<file path="src/rtl/fetch_prefetch_unit.sv">
// Instruction fetch front end: owns the PC, fetches over a req/ack handshake into a
// show-ahead prefetch FIFO, and resolves branch/jump redirects internally.
module fetch_prefetch_unit #(
    parameter int unsigned         PC_WIDTH    = 10,
    parameter logic [PC_WIDTH-1:0] RESET_PC    = '0,
    parameter int unsigned         FIFO_DEPTH  = 4,
    parameter int unsigned         INSTR_WIDTH = 32
) (
    input  logic                   clk,
    input  logic                   reset_n,
    output logic                   imem_req,
    output logic [PC_WIDTH-1:0]    imem_addr,
    input  logic                   imem_ack,
    input  logic [INSTR_WIDTH-1:0] imem_rdata,
    output logic                   instr_valid,
    output logic [INSTR_WIDTH-1:0] instr,
    output logic [PC_WIDTH-1:0]    instr_pc,
    input  logic                   instr_ready,
    input  logic                   branch,
    input  logic                   zero,
    input  logic                   jump,
    input  logic [PC_WIDTH-1:0]    redir_pc,
    input  logic [15:0]            branch_imm,
    input  logic [25:0]            jump_index
);

    localparam int unsigned PTR_W = $clog2(FIFO_DEPTH);
    localparam int unsigned CNT_W = PTR_W + 1;
    localparam int unsigned AW    = (PC_WIDTH > 32) ? PC_WIDTH : 32;

    localparam logic [PTR_W-1:0]    PTR_ONE  = PTR_W'(1);
    localparam logic [CNT_W-1:0]    CNT_ONE  = CNT_W'(1);
    localparam logic [CNT_W-1:0]    CNT_FULL = CNT_W'(FIFO_DEPTH);
    localparam logic [PC_WIDTH-1:0] PC_STEP  = PC_WIDTH'(4);
    localparam logic [AW-1:0]       HI_MASK  = ~AW'(28'hFFF_FFFF);

    typedef enum logic [1:0] {StIdle, StReq, StDrain} state_e;

    state_e                state_q, state_d;
    logic [PC_WIDTH-1:0]   fetch_pc_q, fetch_pc_d;
    logic [PC_WIDTH-1:0]   addr_q, addr_d;
    logic [CNT_W-1:0]      count_q, count_d;
    logic [PTR_W-1:0]      rd_ptr_q, wr_ptr_q;

    logic [INSTR_WIDTH-1:0] data_mem [FIFO_DEPTH];
    logic [PC_WIDTH-1:0]    pc_mem   [FIFO_DEPTH];

    logic                redirect;
    logic                push;
    logic                pop;
    logic                space;
    logic [PC_WIDTH-1:0] p4;
    logic [PC_WIDTH-1:0] br_target;
    logic [PC_WIDTH-1:0] jmp_target;
    logic [PC_WIDTH-1:0] target;
    logic [PC_WIDTH-1:0] pc_next;

    // Target arithmetic is done modulo 2^PC_WIDTH; the signed cast sign-extends or truncates.
    assign p4         = redir_pc + PC_STEP;
    assign br_target  = p4 + PC_WIDTH'($signed({branch_imm, 2'b00}));
    assign jmp_target = PC_WIDTH'((AW'(p4) & HI_MASK) | AW'({jump_index, 2'b00}));
    assign target     = jump ? jmp_target : br_target;
    assign redirect   = jump | (branch & zero);
    assign pc_next    = fetch_pc_q + PC_STEP;

    assign instr_valid = (count_q != '0);
    assign instr       = instr_valid ? data_mem[rd_ptr_q] : '0;
    assign instr_pc    = instr_valid ? pc_mem[rd_ptr_q] : '0;
    assign imem_req    = (state_q != StIdle);
    assign imem_addr   = addr_q;

    assign push = (state_q == StReq) && imem_ack && !redirect;
    assign pop  = instr_valid && instr_ready;

    always_comb begin
        count_d = count_q;
        if (redirect) begin
            count_d = '0;
        end else begin
            unique case ({push, pop})
                2'b10:   count_d = count_q + CNT_ONE;
                2'b01:   count_d = count_q - CNT_ONE;
                default: count_d = count_q;
            endcase
        end
    end

    assign space = (count_d != CNT_FULL);

    always_comb begin
        state_d    = state_q;
        fetch_pc_d = fetch_pc_q;
        addr_d     = addr_q;
        unique case (state_q)
            StIdle: begin
                if (redirect) begin
                    state_d    = StReq;
                    fetch_pc_d = target;
                    addr_d     = target;
                end else if (space) begin
                    state_d = StReq;
                    addr_d  = fetch_pc_q;
                end
            end
            StReq: begin
                if (imem_ack && !redirect) begin
                    fetch_pc_d = pc_next;
                    addr_d     = pc_next;
                    state_d    = space ? StReq : StIdle;
                end else if (redirect) begin
                    fetch_pc_d = target;
                    // Without an ack the old request must complete before a new one issues.
                    if (imem_ack) begin
                        addr_d = target;
                    end else begin
                        state_d = StDrain;
                    end
                end
            end
            StDrain: begin
                if (redirect) begin
                    fetch_pc_d = target;
                end
                if (imem_ack) begin
                    state_d = StReq;
                    addr_d  = redirect ? target : fetch_pc_q;
                end
            end
            default: state_d = StIdle;
        endcase
    end

    always_ff @(posedge clk or negedge reset_n) begin
        if (!reset_n) begin
            state_q    <= StIdle;
            fetch_pc_q <= RESET_PC;
            addr_q     <= RESET_PC;
        end else begin
            state_q    <= state_d;
            fetch_pc_q <= fetch_pc_d;
            addr_q     <= addr_d;
        end
    end

    always_ff @(posedge clk or negedge reset_n) begin
        if (!reset_n) begin
            count_q  <= '0;
            rd_ptr_q <= '0;
            wr_ptr_q <= '0;
        end else begin
            count_q <= count_d;
            if (redirect) begin
                rd_ptr_q <= '0;
                wr_ptr_q <= '0;
            end else begin
                if (push) wr_ptr_q <= wr_ptr_q + PTR_ONE;
                if (pop)  rd_ptr_q <= rd_ptr_q + PTR_ONE;
            end
        end
    end

    always_ff @(posedge clk) begin
        if (push) begin
            data_mem[wr_ptr_q] <= imem_rdata;
            pc_mem[wr_ptr_q]   <= addr_q;
        end
    end

endmodule
</file>
<file path="config.mk">
export PLATFORM = sky130hd
export DESIGN_NAME = fetch_prefetch_unit
export DESIGN_NICKNAME = d
export VERILOG_FILES = /design/src/rtl/fetch_prefetch_unit.sv
export SDC_FILE = /design/constraint.sdc
export NUM_CORES = 1
export LEC_CHECK = 0
export ABC_AREA = 1
export CELL_PAD_IN_SITES_DETAIL_PLACEMENT = 2
export CELL_PAD_IN_SITES_GLOBAL_PLACEMENT = 2
export CORE_MARGIN = 4
export CORE_UTILIZATION = 37
export DETAILED_ROUTE_END_ITERATION = 6
export PLACE_DENSITY = 0.92
export SLEW_MARGIN = 10
export SYNTH_ARGS = -nofsm -noshare
export SYNTH_HDL_FRONTEND = slang
export SYNTH_SLANG_ARGS = --single-unit
export TNS_END_PERCENT = 50
</file>
<file path="constraint.sdc">
create_clock -name clk -period 5 [get_ports clk]
set_input_delay 1 -clock clk [delete_from_list [all_inputs] [get_ports clk]]
set_output_delay 1 -clock clk [all_outputs]
set_load 0.005 [all_outputs]
</file>
==> metrics.txt, run 1 <==
cell taking the most area after synthesis edfxtp_1; Syn-to-layout area delta 23.5%; DRC Markers 0; routability cong. 0.771; pin count of the biggest net entering global routing 88; wire length on met2 15300 um; Via density 5.25; TritonCTS clock tree done; crit path DAT 4350 ps; Ant. Diodes 0; metal3 WL 1180 um; Remaining Overflow, GRT 0; TritonCTS Buffers 17; setup_tns 0 ps; FP Rows 56; MaxCap Viol Count 0; final core utilization 46.6%; first-pass GRT wire length 44200 um; Setup Fix Bufs, Post-CTS 0; die height 163 um; die area 26600 sq um; Leak Pwr 4.16 nW; Final Max Tran Viols 0; Mapped Nets 969; slowest stage cell, crit path clkdlybuf4s50_1; most used cell, CP nand2_1; Final WS setup 977 ps; Worst-Skew Late Latency 430 ps; YS warnings 0; CP delay by family, top simple AND/OR/NAND/NOR gates; Filler Cells Inserted 2450; synthesized area per cell 10.4 sq um; number of DRC markers in iteration 0 468; clock sink total 197; initial antenna violation count 0; Worst-Margin Slew 984 ps; most frequent cells in the layout 193 x nor2_1, 168 x edfxtp_1, 118 x clkdlybuf4s50_1, 117 x nand2_1, 103 x o21ai_0; kind of critical path input port to register; Post-Synthesis Cells 857; count of different cell masters after synthesis 40; share of Yosys cell area claimed by the top area cell type 56.6%; Initial Util 37.8%; final setup fails 0; final instance area 11000 sq um; startpoint types input port; post-route ant nets 0; hpwl dp 19500 um; Die X 163 um; PwrDens 419 nW/um^2; M1 WL 11400 um; final hold viol count 0; ordered list of cells on the worst path clkdlybuf4s50_1, inv_8, nand2_8, nor2_8, inv_2, ha_1, fa_1, nand2_1, nand2_1, nor2_1, nor2_1, nor2_2, nand3_2, nand3_4, inv_1, nand2_1, nand2_1; dpl cell area 10500 sq um; outcome completed; final wirelength 28400 um; Slew headroom 34.4%; CTS Buffer Depth 2; pre-CTS setup slack 569 ps; CP max FO 16; clk slew on worst S/H paths 70 ps; Cell Area, Synth 8920 sq um; hold_ws 491 ps; vias in the first global route 7777; input/output buffers 118; highest metal used met4; Crit path required time 5330 ps; DR pass1 iterations 4; ratio of final minimum period to clock period 80.5%; CP Capture Type register; # resized after CTS 0; Crit path largest cell delay 630 ps; clock root buffer clkbuf_16; Ports 145; FF+latch count, synth 197; H-tree depth 4; WL/cell 21.8 um; cts hold-fix bufs 0; Peak VDD IR 291 uV; RSZ-0062 raised after global routing false; routed vias 6834; ranking of synthesized cells by area edfxtp_1 57%, nor2_1 8.3%, dfrtp_1 8.1%; # nets final 1082; GRT Overall Usage 21.6%; fin crit period 4020 ps; share of cells above drive strength 1 7.02%; Worst Path Buf+Inv 4; Fmax achieved 249 MHz; register area share after synthesis 64.7%; Worst Hold Class register to register; core area 23600 sq um; worst clock skew 10.7 ps; most common cell after layout, fill and taps aside nor2_1
==> Yosys cell counts (all sizes together) <==
cell type,instances
or2,3
dfrtp,29
nor3,3
nand4,3
clkinv,1
edfxtp,168
nand3,35
a21o,1
buf,10
clkbuf,27
a211oi,2
fa,2
a21boi,2
nor2,200
o21ai,109
o31ai,1
o211ai,7
inv,58
ha,19
o22ai,1
a21oi,56
nand2,120
==> cell type report <==
type / instances / area [sq um] / area share, %
clock inverter: 14 / 116 / 1.06
inverter: 59 / 231 / 2.10
sequential: 197 / 5770 / 52.4
multi-input combinational: 564 / 2770 / 25.2
tap: 319 / 399 / 3.62
clock buffer: 18 / 429 / 3.90
timing repair buffer: 131 / 1290 / 11.7
==> power by group <==
part,internal [mW],switching [mW],leakage (nW)
sequential,1.96,0.150,1.88
combinational,0.470,0.726,2.02
clock,0.652,0.659,0.265
==> worst reg2reg max path: cells and delay by family, from the launching register on <==
| family | cells | cell delay, ps |
|---|---|---|
| buf+inv | 4 | 560 |
| simple gates | 12 | 1580 |
| flops | 1 | 400 |
| fa+ha+maj | 2 | 730 |
==> flip-flops by register name, summed over array words and instances (netlist names) <==
name	count
count_q	3
imem_addr	10
pc_mem	40
wr_ptr_q	2
state_q	2
rd_ptr_q	2
data_mem	128
fetch_pc_q	10
==> metal layers <==
metal,track usage [%],vias to the layer above
met5,0,-
li1,-,3159
met1,25.1,3490
met2,41.1,149
met4,5.49,0
met3,3.46,36
==> stage by stage <==
step | power (mW) | cells
floorplan | 2.72 | 857
global placement | 3.24 | 1270
detailed placement | 3.34 | 1270
CTS | 4.65 | 1302
global route | 4.86 | 1302
finish | 4.61 | 1302
==> kinds of logic after synthesis <==
| family | after synthesis | share of synthesized area (%) |
|---|---|---|
| AOI/OAI and AO/OA | 179 | 10.6 |
| and+or+nand+nor | 364 | 16.9 |
| DFF | 197 | 64.7 |
| adders and majority gates | 21 | 3.11 |
| buffers and inverters | 96 | 4.60 |
==> worst paths after layout <==
| kind | slack [ps] | depth (start not counted) | start | end |
|---|---|---|---|---|
| hold / removal | 490 | 2 | fetch_pc_q[1]$_DFFE_PN0P_ | fetch_pc_q[1]$_DFFE_PN0P_ |
| min in group asynchronous | 960 | 2 | reset_n | fetch_pc_q[3]$_DFFE_PN0P_ |
| hold reg to reg | 490 | 2 | fetch_pc_q[1]$_DFFE_PN0P_ | fetch_pc_q[1]$_DFFE_PN0P_ |
| max in group asynchronous | 3700 | 2 | reset_n | rd_ptr_q[1]$_DFFE_PN0P_ |
| setup reg to reg | 1610 | 18 | state_q[1]$_DFFE_PN0P_ | imem_addr[5]$_DFFE_PN0P_ |
| setup / recovery | 980 | 17 | jump | imem_addr[5]$_DFFE_PN0P_ |
(Power assumes the default switching activity.)
==> inputs of run 2 (changes only) <==
CORE_UTILIZATION = 34   (was 37)
PLACE_DENSITY = 0.86   (was 0.92)
clock period = 4.2 ns   (was 5 ns; I/O delays follow)
==> run 2 against run 1 <==
Net effect: die area is 8.4% higher; final cell count is 1.5% higher; hold slack better by 5.4 ps; flip-flop and latch count stayed put; critical path type is now register to output port; critical endpoint is now instr[0]; largest power group unchanged.
==> metrics.txt, run 2 (same netlist as run 1, synthesis figures left out) <==
Ports 145; Remaining Overflow, GRT 0; Total Power 5.47 mW; # nets final 1085; RSZ-0062 raised after global routing false; CP max FO 34; H-tree depth 4; final wirelength 26800 um; routability cong. 0.765; PwrDens 493 nW/um^2; number of DRC markers in iteration 0 348; Reg with most FFs data_mem; clock sink total 197; core area 25900 sq um; hold_ws 496 ps; most common cell after layout, fill and taps aside nor2_1; Worst-Margin Slew 594 ps; DRC Markers 0; first-pass GRT wire length 41900 um; Syn-to-layout area delta 24.4%; Leak Pwr 4.19 nW; Via density 5.12; share of cells above drive strength 1 7.51%; Final Max Tran Viols 0; Setup Fix Bufs, Post-CTS 0; startpoint types register; metal3 WL 947 um; top flop regs data_mem x128, pc_mem x40; pin count of the biggest net entering global routing 43; GRT Overall Usage 18.8%; outcome completed; routed vias 6759; Ant. Diodes 0; Die X 170 um; CP Capture Type output port; crit path DAT 3010 ps; number of flip-flops under the largest register name 128; fin crit period 3850 ps; ratio of final minimum period to clock period 91.6%; FP Rows 59; pre-CTS setup slack 332 ps; worst clock skew 12.9 ps; # resized after CTS 0; vias in the first global route 7561; clk slew on worst S/H paths 70 ps; M1 WL 11500 um; highest metal used met4; final hold viol count 0; hpwl dp 18000 um; cts hold-fix bufs 0; Worst-Skew Late Latency 450 ps; CTS Buffer Depth 2; input/output buffers 118; Crit path largest cell delay 610 ps; Worst Path Buf+Inv 3; MaxCap Viol Count 0; Final WS setup 353 ps; Peak VDD IR 320 uV; die height 170 um; Slew headroom 60.4%; TritonCTS clock tree done; DR pass1 iterations 5; CP delay by family, top buffers and inverters; die area 28900 sq um; ordered list of cells on the worst path inv_2, buf_4, o21ai_0, a21oi_1, clkdlybuf4s50_1; Initial Util 34.4%; Worst Hold Class register to register; initial antenna violation count 0; setup_tns 0 ps; post-route ant nets 0; most frequent cells in the layout 193 x nor2_1, 168 x edfxtp_1, 118 x clkdlybuf4s50_1, 117 x nand2_1, 103 x o21ai_0; wire length on met2 14100 um; Crit path required time 3360 ps; kind of critical path register to output port; final setup fails 0; slowest stage cell, crit path dfrtp_2; WL/cell 20.3 um; Fmax achieved 260 MHz; TritonCTS Buffers 17; clock root buffer clkbuf_16
-- run 2: changes by cell type in the layout (fill, tap and decap cells not counted) --
cell | before | now
inv_8 | 3 | 7
buf_12 | 1 | 3
clkinv_1 | 3 | 1
inv_6 | 5 | 3
buf_4 | 12 | 13
clkinv_2 | 0 | 1
clkinv_4 | 4 | 3
-- run 2: worst paths after layout --
kind | end | slack (ps) | from | cells after the start
setup / recovery | instr[0] | 350 | rd_ptr_q[0]$_DFFE_PN0P_ | 5
min in group asynchronous | fetch_pc_q[0]$_DFFE_PN0P_ | 790 | reset_n | 2
max in group asynchronous | rd_ptr_q[0]$_DFFE_PN0P_ | 3070 | reset_n | 2
hold / removal | fetch_pc_q[1]$_DFFE_PN0P_ | 500 | fetch_pc_q[1]$_DFFE_PN0P_ | 2
setup reg to reg | imem_addr[7]$_DFFE_PN0P_ | 1140 | state_q[1]$_DFFE_PN0P_ | 18
hold reg to reg | fetch_pc_q[1]$_DFFE_PN0P_ | 500 | fetch_pc_q[1]$_DFFE_PN0P_ | 2
-- run 2: worst register-to-register path, stage by stage, from the launching register on --
cell and delay, ps:
dfrtp_1 400, inv_1 90, nand2_2 180, inv_2 150
nand2_4 110, nor2_8 180, inv_2 60, ha_1 230
fa_1 420, nand2_1 100, nand2_1 50, nor2_1 100
nor2_1 60, nor2_2 180, nand3_2 150, nand3_4 220
inv_1 130, nand2_1 100, nand2_1 50
-- run 2: per-stage QoR --
stage	util [%]	cells	area, sq um
2_1_floorplan	-	857	8920
3_3_place_gp	40.7	1289	10500
3_5_place_dp	40.7	1289	10500
4_1_cts	42.8	1321	11100
5_1_grt	42.8	1321	11100
6_report	42.8	1321	11100
-- run 2: layer usage --
metal  GRT usage, %  up-vias
met5              0        -
met4           4.24        0
met3           3.30       24
met2           34.8      137
met1           22.8     3436
li1               -     3162
-- run 2: power breakdown --
part | switching [mW] | leakage (nW) | total, mW | internal [mW]
sequential | 0.180 | 1.88 | 2.51 | 2.33
combinational | 0.825 | 2.03 | 1.39 | 0.563
clock | 0.783 | 0.277 | 1.57 | 0.789
-- run 2: cell type report --
class,count,area [sq um]
clock buffers,18,429
clock inverters,14,133
fillers,2707,14800
inverters,59,231
multi-input cells,564,2770
flip-flops and latches,197,5770
well taps,335,419
repair buffers,134,1340
==> inputs of run 3 (changes only) <==
CAP_MARGIN = 30   (was default)
PLACE_DENSITY = 0.88   (was 0.86)
==> run 3 against run 2 <==
Net effect: clock power rose by 8%; worst setup slack worse by 12 ps; non-clock buffer count fell by 1; sequential power barely moved; sequential share of layout area decreased by 0.38 points; hold slack gained 5.2 ps; register-to-register slack got worse by 30 ps; fmax down 0.32%; combinational power is 3% higher; global-route usage grew 0.71 points; final cell count hardly changed; critical path type unchanged; critical endpoint is now instr[26]; largest power group unchanged.
==> metrics.txt, run 3 (same netlist as run 1, synthesis figures left out) <==
MaxCap Viol Count 0; Worst Hold Class register to register; worst clock skew 11.6 ps; kind of critical path register to output port; Peak VDD IR 320 uV; final hold viol count 0; die area 28900 sq um; Reg2Reg Depth 18; ordered list of cells on the worst path buf_4, buf_4, nor2_1, nor2_1, o21ai_0, a21oi_1, clkdlybuf4s50_1; grt met2 use 35.8%; # nets final 1084; routability cong. 0.824; initial antenna violation count 0; TritonCTS Buffers 17; Reg with most FFs data_mem; PwrDens 504 nW/um^2; setup_tns 0 ps; Hold Path Sink fetch_pc_q[0]$_DFFE_PN0P_; input/output buffers 118; Worst-Skew Late Latency 440 ps; DR pass1 iterations 5; Syn-to-layout area delta 25.4%; top flop regs data_mem x128, pc_mem x40; outcome completed; Total Power 5.63 mW; pre-CTS setup slack 462 ps; RSZ-0062 raised after global routing false; most frequent cells in the layout 193 x nor2_1, 168 x edfxtp_1, 118 x clkdlybuf4s50_1, 117 x nand2_1, 103 x o21ai_0; startpoint types register; clk slew on worst S/H paths 80 ps; Die X 170 um; final wirelength 27800 um; FP Rows 59; Worst Path Buf+Inv 3; M3 GR Usage 3.16%; clock sink total 197; core area 25900 sq um; CP max FO 44; Crit path required time 3360 ps; crit path DAT 3020 ps; die height 170 um; ratio of final minimum period to clock period 91.9%; FF-to-FF Start state_q[1]$_DFFE_PN0P_; first-pass GRT wire length 43600 um; WL/cell 21.1 um; Fmax achieved 259 MHz; worst r2r dst imem_addr[6]$_DFFE_PN0P_; routed vias 6829; Setup Fix Bufs, Post-CTS 0; number of flip-flops under the largest register name 128; Final WS setup 340 ps; Crit path largest cell delay 560 ps; hold path startpoint fetch_pc_q[0]$_DFFE_PN0P_; Via density 5.17; # resized after CTS 0; Ant. Diodes 0; slowest stage cell, crit path clkdlybuf4s50_1; share of cells above drive strength 1 7.51%; TritonCTS clock tree done; DRC Markers 0; clock root buffer clkbuf_16; fin crit period 3860 ps; GRT Overall Usage 19.5%; Ports 145; H-tree depth 4; most common cell after layout, fill and taps aside nor2_1; pin count of the biggest net entering global routing 45; CP delay by family, top buffers and inverters; number of DRC markers in iteration 0 482; hpwl dp 18100 um; Final Max Tran Viols 0; grt met1 use 23.6%; post-route ant nets 0; CP Capture Type output port; final setup fails 0; vias in the first global route 7777; register-to-register setup slack 1110 ps; Worst-Margin Slew 775 ps; Initial Util 34.4%; gr busiest metal met2; cts hold-fix bufs 0; Remaining Overflow, GRT 0; Slew headroom 48.2%; CTS Buffer Depth 2; Leak Pwr 4.22 nW; worst hold path depth 2
==> run 3: worst max-delay path by stage <==
| stage | startpoint | slack [ps] | cells after the start | end |
|---|---|---|---|---|
| global route | rd_ptr_q[0]$_DFFE_PN0P_ | 120 | 7 | instr[12] |
| finish | rd_ptr_q[0]$_DFFE_PN0P_ | 340 | 7 | instr[26] |
| global placement | jump | 570 | 17 | imem_addr[7]$_DFFE_PN0P_ |
| floorplan | jump | 520 | 7 | data_mem[0][0]$_DFFE_PP_ |
| CTS | rd_ptr_q[0]$_DFFE_PN0P_ | 270 | 7 | instr[12] |
| detailed placement | jump | 460 | 17 | imem_addr[5]$_DFFE_PN0P_ |
==> run 3: layout make-up <==
cell class / count / area (sq um)
fill: 2729 / 14700
sequential: 197 / 5770
multi-input combinational: 564 / 2770
timing repair buffer: 133 / 1360
clock buffer: 17 / 425
tap: 335 / 419
inverter: 59 / 231
clock inverter: 15 / 200
==> run 3: through the flow <==
stage | cells | utilization (%) | hold slack (ps) | area, sq um
detailed placement | 1288 | 40.7 | 477 | 10600
CTS | 1320 | 43.1 | 496 | 11200
floorplan | 857 | - | 449 | 8920
global route | 1320 | 43.1 | 528 | 11200
global placement | 1288 | 40.7 | 463 | 10600
finish | 1320 | 43.1 | 502 | 11200
==> run 3: where the power goes <==
group | total (mW) | switching [mW] | internal [mW]
clock network | 1.70 | 0.828 | 0.870
registers | 2.51 | 0.177 | 2.33
logic | 1.43 | 0.859 | 0.567
total | 5.63 | 1.86 | 3.77
==> run 3: routing by layer <==
metal	vias up	wire length, um	share of wire, %
met3	40	1020	3.7
met4	0	574	2.1
met5	-	0	0
li1	3165	-	-
met1	3474	11500	41
met2	150	14700	53
==> run 3: worst reg2reg max path, cell delays in order, from the launching register on <==
cell	delay (ps)
dfrtp_1	410
inv_1	90
nand2_2	170
inv_2	150
nand2_4	100
nor2_8	200
inv_2	70
ha_1	240
fa_1	420
nand2_1	110
nand2_1	70
nor2_1	90
nor2_1	50
nor2_2	170
nand3_2	140
nand3_4	210
inv_1	140
nand2_1	100
nand2_1	50
